File: src/rtl/dtype_pipe_pkg.sv
// Shared constants and helpers for the dtype_pipe register pipeline.
// Exports the default width/depth and the occupancy-counter width function.
package dtype_pkg;

  localparam int DTYPE_WIDTH_DEF = 8;
  localparam int DTYPE_DEPTH_DEF = 4;

  // Bits needed to count 0..depth inclusive.
  function automatic int occ_w(input int depth);
    return $clog2(depth + 1);
  endfunction

endpackage

File: src/rtl/dtype_pipe_stage.sv
// One pipeline stage: a WIDTH-bit data register and a valid flop sharing en/clr.
// Data and valid are loaded together but never gate one another.
module dtype_stage #(
  parameter int              WIDTH   = 8,
  parameter logic [WIDTH-1:0] RST_VAL = '0
) (
  input  logic             clk,
  input  logic             rst,
  input  logic             en,
  input  logic             clr,
  input  logic [WIDTH-1:0] d,
  input  logic             d_vld,
  output logic [WIDTH-1:0] q,
  output logic             q_vld
);

  logic [WIDTH-1:0] data_d, data_q;
  logic             vld_d, vld_q;

  // Flush outranks the shift enable; with neither, the stage holds.
  always_comb begin
    data_d = data_q;
    vld_d  = vld_q;
    if (clr) begin
      data_d = RST_VAL;
      vld_d  = 1'b0;
    end else if (en) begin
      data_d = d;
      vld_d  = d_vld;
    end
  end

  always_ff @(posedge clk or posedge rst) begin
    if (rst) begin
      data_q <= RST_VAL;
      vld_q  <= 1'b0;
    end else begin
      data_q <= data_d;
      vld_q  <= vld_d;
    end
  end

  assign q     = data_q;
  assign q_vld = vld_q;

endmodule

File: src/rtl/dtype_pipe.sv
// WIDTH-bit, DEPTH-stage enabled delay line with per-stage valid, flush and reset value.
// Define DTYPE_PIPE_OCC_EN to add the registered occupancy counter and its occ port.
module dtype_pipe
  import dtype_pkg::*;
#(
  parameter int               WIDTH   = DTYPE_WIDTH_DEF,
  parameter int               DEPTH   = DTYPE_DEPTH_DEF,
  parameter logic [WIDTH-1:0] RST_VAL = {WIDTH{1'b0}}
) (
  input  logic                      clk,
  input  logic                      rst,
  input  logic                      en,
  input  logic                      clr,
  input  logic [WIDTH-1:0]          d,
  input  logic                      d_vld,
  output logic [WIDTH-1:0]          q,
  output logic [WIDTH-1:0]          q_n,
`ifdef DTYPE_PIPE_OCC_EN
  output logic [occ_w(DEPTH)-1:0]   occ,
`endif
  output logic                      q_vld
);

  logic [WIDTH-1:0] data_w [DEPTH];
  logic [DEPTH-1:0] vld_w;

  genvar gi;
  generate
    for (gi = 0; gi < DEPTH; gi++) begin : g_stage
      logic [WIDTH-1:0] stage_d;
      logic             stage_d_vld;

      if (gi == 0) begin : g_head
        assign stage_d     = d;
        assign stage_d_vld = d_vld;
      end else begin : g_body
        assign stage_d     = data_w[gi-1];
        assign stage_d_vld = vld_w[gi-1];
      end

      dtype_stage #(
        .WIDTH   (WIDTH),
        .RST_VAL (RST_VAL)
      ) u_stage (
        .clk   (clk),
        .rst   (rst),
        .en    (en),
        .clr   (clr),
        .d     (stage_d),
        .d_vld (stage_d_vld),
        .q     (data_w[gi]),
        .q_vld (vld_w[gi])
      );
    end
  endgenerate

  assign q     = data_w[DEPTH-1];
  assign q_n   = ~data_w[DEPTH-1];
  assign q_vld = vld_w[DEPTH-1];

`ifdef DTYPE_PIPE_OCC_EN
  localparam int OW = occ_w(DEPTH);

  logic [OW-1:0] occ_d, occ_q;

  // Tracks the stage shift exactly: one word enters with d_vld, one leaves from the tail.
  always_comb begin
    occ_d = occ_q;
    if (clr) begin
      occ_d = '0;
    end else if (en) begin
      occ_d = occ_q + OW'(d_vld) - OW'(vld_w[DEPTH-1]);
    end
  end

  always_ff @(posedge clk or posedge rst) begin
    if (rst) begin
      occ_q <= '0;
    end else begin
      occ_q <= occ_d;
    end
  end

  assign occ = occ_q;

  occ_matches_vld: assert property (@(posedge clk) disable iff (rst)
    occ_q == OW'($countones(vld_w)));
`endif

endmodule

File: config.mk
export PLATFORM = sky130hd
export DESIGN_NAME = dtype_pipe
export DESIGN_NICKNAME = d
export VERILOG_FILES = /design/src/rtl/dtype_pipe_pkg.sv /design/src/rtl/dtype_pipe_stage.sv /design/src/rtl/dtype_pipe.sv
export SDC_FILE = /design/constraint.sdc
export NUM_CORES = 1
export LEC_CHECK = 0
export BUFFER_PORTS_ARGS = -buffer_cell sky130_fd_sc_hd__buf_2
export CORE_UTILIZATION = 35
export CTS_CLUSTER_SIZE = 16
export DETAILED_ROUTE_END_ITERATION = 8
export MAX_ROUTING_LAYER = met4
export PLACE_DENSITY = 0.57
export REMOVE_ABC_BUFFERS = 1
export SYNTH_ARGS = -nofsm -noshare
export SYNTH_HDL_FRONTEND = slang
export SYNTH_SLANG_ARGS = --single-unit
File: constraint.sdc
create_clock -name clk -period 1 [get_ports clk]
set_input_delay 0.2 -clock clk [delete_from_list [all_inputs] [get_ports clk]]
set_output_delay 0.2 -clock clk [all_outputs]
set_load 0.01 [all_outputs]
# Yosys cells after proc, flatten, opt, wreduce, memory -nomap -nowiden
# Cells that the tools add are included.
[classes] n_mux=16 n_bitwise=1 reduce_logical=1
[ops] cell="8-bit 2-to-1 mux" count=8
[ops] cell="1-bit 2-to-1 mux" count=8
[ops] cell="8-bit inverter" count=1
[ops] cell="2-bit nonzero test" count=1
[totals] register_bits=36 inputBits=13 output_inout_bits=17 elab_cells=26

# Depth between registers and ports, before layout
[depth] ltp_word=2 depth_mapped=4 ltp_nobuf=2

# Cells and area by module
# A second synthesis with hierarchy kept.
[hier_totals] hier_cells=128 area_unflattened_um2=1501.4
[by_module_without_submodules] module="dtype_stage" instances=4 cells_per_inst=30 area_each_um2=367.9 seq_area_each_um2=225.2
[by_module_without_submodules] module="dtype_pipe" instances=1 cells_per_inst=8 area_each_um2=30.0 seq_area_each_um2=0.0

# Worst setup path before layout
# No wires, ideal clock.
[synth_timing] path_kind="input-to-reg" from="input port en" to="register g_stage[0].u_stage.data_q[0]" setup_time_ns=0.121 arrival_ns=0.702 required_time_ns=0.879 setup_slack_ns=0.176 cell_stages=4 path_buffers=2 cell_sequence="buf_6 > buf_12 > mux2i_1 > nor2_1"
[synth_between] elab_chain_len=1
[synth_lines] item="start, declared" line="dtype_pipe.sv:12" source="input logic en,"
[synth_lines] item="2-bit nonzero test (no line)"
[synth_lines] item="end signal, assigned" line="dtype_pipe_stage.sv:38" source="data_q <= data_d;"
[synth_lines] item="end, declared" line="dtype_pipe_stage.sv:17" source="logic [WIDTH-1:0] data_d, data_q;"
# No other way between the ends.
# A chain may end at the register's enable or synchronous reset.

# Worst setup path in the final report
[layout_timing] from="register g_stage[3].u_stage.data_q[2]" to="output port q_n[2]"
[layout_between] elab_chain_len=1
[layout_lines] item="start, declared" line="dtype_pipe_stage.sv:17"
[layout_lines] item="start signal, assigned" line="dtype_pipe_stage.sv:38"
[layout_lines] item="8-bit inverter" line="dtype_pipe.sv:58" source="assign q_n = ~data_w[DEPTH-1];"
[layout_lines] item="end, declared" line="dtype_pipe.sv:17" source="output logic [WIDTH-1:0] q_n,"
# No other way between the ends.

==> results.py <==
metrics = {
    "sta": {
        "fin_crit_sh": 1.05,
        "tightest_slew_ns": 0.195,
        "hold_viol": 0,
        "final_max_slew_viol_count": 0,
        "slew_headroom": 0.870,
        "skew_ns": 0.00411,
        "fin_ws_ns": -0.0504,
        "clock.fmax_mhz": 952,
        "setup_viol": 16,
        "rsz0062_at_grt": "true",
        "post-route-min-period_ns": 1.05,
    },
    "critical_path": {
        "critPathSlowestCell": "dfrtp_1",
        "cp_max_fo": 3,
        "critPathLaunchType": "flop",
        "path_class": "flop to output port",
        "required_ns": 0.80,
        "path_cells": "inv_1 > buf_2",
        "endpoint_kind": "output port",
        "critPathArrivalTime_ns": 0.85,
        "max_stage_delay_ns": 0.40,
    },
    "final_layout": {
        "final_nets": 174,
        "fin_area_sq_um": 1870,
        "final_util": 0.458,
        "drive_above_1_share": 0.273,
        "area_delta_synth_final_pct": 23.1,
        "diodes": 0,
    },
    "clock_tree": {
        "clk_latency_ns": 0.28,
        "clkTransAtPathRegs_ns": 0.07,
        "cts_max_level": 2,
        "cts_buffers": 5,
        "clockBufferDepth": 2,
        "root_buffer": "clkbuf_8",
        "cts_tree": "yes",
        "cts_sinks": 36,
    },
    "global_routing": {
        "grt_max_degree": 37,
        "top_usage_layer": "met2",
        "use_met3": 0.0550,
        "met1_usage": 0.155,
        "grt_pass1_wl_um": 4130,
        "antenna_found_initial": 0,
        "grtUsageTotal": 0.129,
        "grtUsageMet2": 0.188,
        "grt_overflow": 0,
        "grt_pass1_vias": 911,
    },
    "routing": {
        "dr.pass1.iters": 4,
        "first_iter_violations": 23,
        "ant_nets": 0,
        "routed-via-count": 947,
        "drc": 0,
        "viasPerCell": 4.49,
        "drt-total-wl_um": 2410,
        "wire_per_inst_um": 11.4,
    },
    "pwr": {
        "peakVddDrop_mv": 0.955,
        "leakagePower_nw": 1.00,
        "pwr_density_cell_nw_per_um2": 1530,
    },
    "floorplan": {
        "core_area_sq_um": 4090,
        "dieArea_sq_um": 4610,
        "num_io_pins": 30,
        "rows": 23,
        "start_util": 0.372,
        "die_h_um": 67.9,
        "die_w_um": 67.9,
    },
    "logic_synthesis": {
        "ys_types": 8,
        "ys_warn_count": 0,
        "synth_seq_cells": 36,
        "syn_avg_cell_area_sq_um": 12.2,
        "yosysSeqAreaShare": 0.593,
        "syn_inst": 125,
        "netlist_area_sq_um": 1520,
    },
    "status": {
        "violations": "setup timing",
        "status": "complete, but fails checks",
    },
    "placement": {
        "finalWeightedCongestion": 0.602,
        "post_dp_cell_area_sq_um": 1750,
        "io_buffers": 29,
        "hpwl_um": 1620,
    },
    "flow_run": {
        "cap_viol_max_count": 0,
    },
    "min_path": {
        "hold_path_class": "input port to flop",
    },
}
-- metal layers --
| layer | routed length [um] | part of all wire |
|---|---|---|
| met1 | 1130 | 0.47 |
| met2 | 1110 | 0.46 |
| met3 | 129 | 0.054 |
| met4 | 30 | 0.012 |
| met5 | 0 | 0 |
-- synth_stat cells --
cell / n / area, sq um
buf_12: 3 / 60.1
clkbuf_1: 1 / 3.75
buf_2: 3 / 15.0
buf_6: 1 / 11.3
mux2i_1: 36 / 360
nor2_1: 36 / 135
dfrtp_1: 36 / 901
inv_1: 9 / 33.8
-- worst paths after layout --
check                                                    start                                   end  slack (ns)  depth (start not counted)
min in group asynchronous                                  rst   g_stage[2].u_stage.q[6]$_DFFE_PP0P_        0.50                          4
max in group asynchronous                                  rst   g_stage[3].u_stage.q[6]$_DFFE_PP0P_        0.32                          4
setup / recovery           g_stage[3].u_stage.q[2]$_DFFE_PP0P_                                q_n[2]       -0.05                          2
setup reg to reg           g_stage[3].u_stage.q[7]$_DFFE_PP0P_   g_stage[3].u_stage.q[7]$_DFFE_PP0P_        0.18                          3
hold reg to reg            g_stage[0].u_stage.q[2]$_DFFE_PP0P_   g_stage[0].u_stage.q[2]$_DFFE_PP0P_        0.52                          2
hold / removal                                           d_vld  g_stage[0].u_stage.q_vld$_DFFE_PP0P_        0.16                          3
-- report_power, final --
group	leakage (nW)	internal, mW	switching (mW)	total [mW]
clock network	0.0503	0.613	0.477	1.09
logic	0.459	0.122	0.126	0.249
registers	0.494	1.50	0.0220	1.52
total	1.00	2.23	0.625	2.86
-- repair_timing --
action | CTS | global route
hold buffers | 1 | 0
buffers inserted | 0 | 1
gates resized for setup | 0 | 3
endpoints found under the setup margin | 17 | 17
endpoints found under the hold margin | 36 | 0
pin swaps | 0 | 0
-- layout by cell type (no fill, tap or decap) --
master	count
dfrtp_1	36
mux2i_1	36
buf_2	27
inv_1	8
inv_2	1
clkbuf_8	7
nor2_1	36
buf_12	5
buf_6	2
buf_4	2
dlygate4sd3_1	1
-- per-stage QoR --
stage	total power, mW	TNS, ns	instances	setup slack, ns	hold slack [ns]
2_1_floorplan	1.64	-0.153	117	-0.00424	0.266
3_3_place_gp	1.79	0	202	0.0666	0.257
3_5_place_dp	1.80	0	202	0.0537	0.261
4_1_cts	2.91	-0.789	210	-0.0758	0.151
5_1_grt	2.99	-1.24	211	-0.117	0.168
6_report	2.86	-0.469	211	-0.0504	0.161
-- worst max-delay path, delay by kind of cell (launching register included) --
| family | cells | cell delay (ns) |
|---|---|---|
| buf+inv | 2 | 0.17 |
| flops | 1 | 0.40 |
-- layout make-up --
| class | count | area (sq um) |
|---|---|---|
| fillers | 390 | 2210 |
| flip-flops and latches | 36 | 901 |
| multi-input cells | 72 | 495 |
| repair buffers | 37 | 283 |
| clock buffers | 7 | 96.3 |
| well taps | 50 | 62.6 |
| inverters | 9 | 33.8 |
-- logic make-up after synthesis --
family,after synthesis,synth area share
muxes,36,0.237
DFF,36,0.593
and+or+nand+nor,36,0.0889
buffers and inverters,17,0.0815
-- state kept, by name (all words and copies together) (netlist names) --
name	flops
g_stage.u_stage.q	32
g_stage.u_stage.q_vld	4
Note: power is estimated with default switching activity, not from simulation.
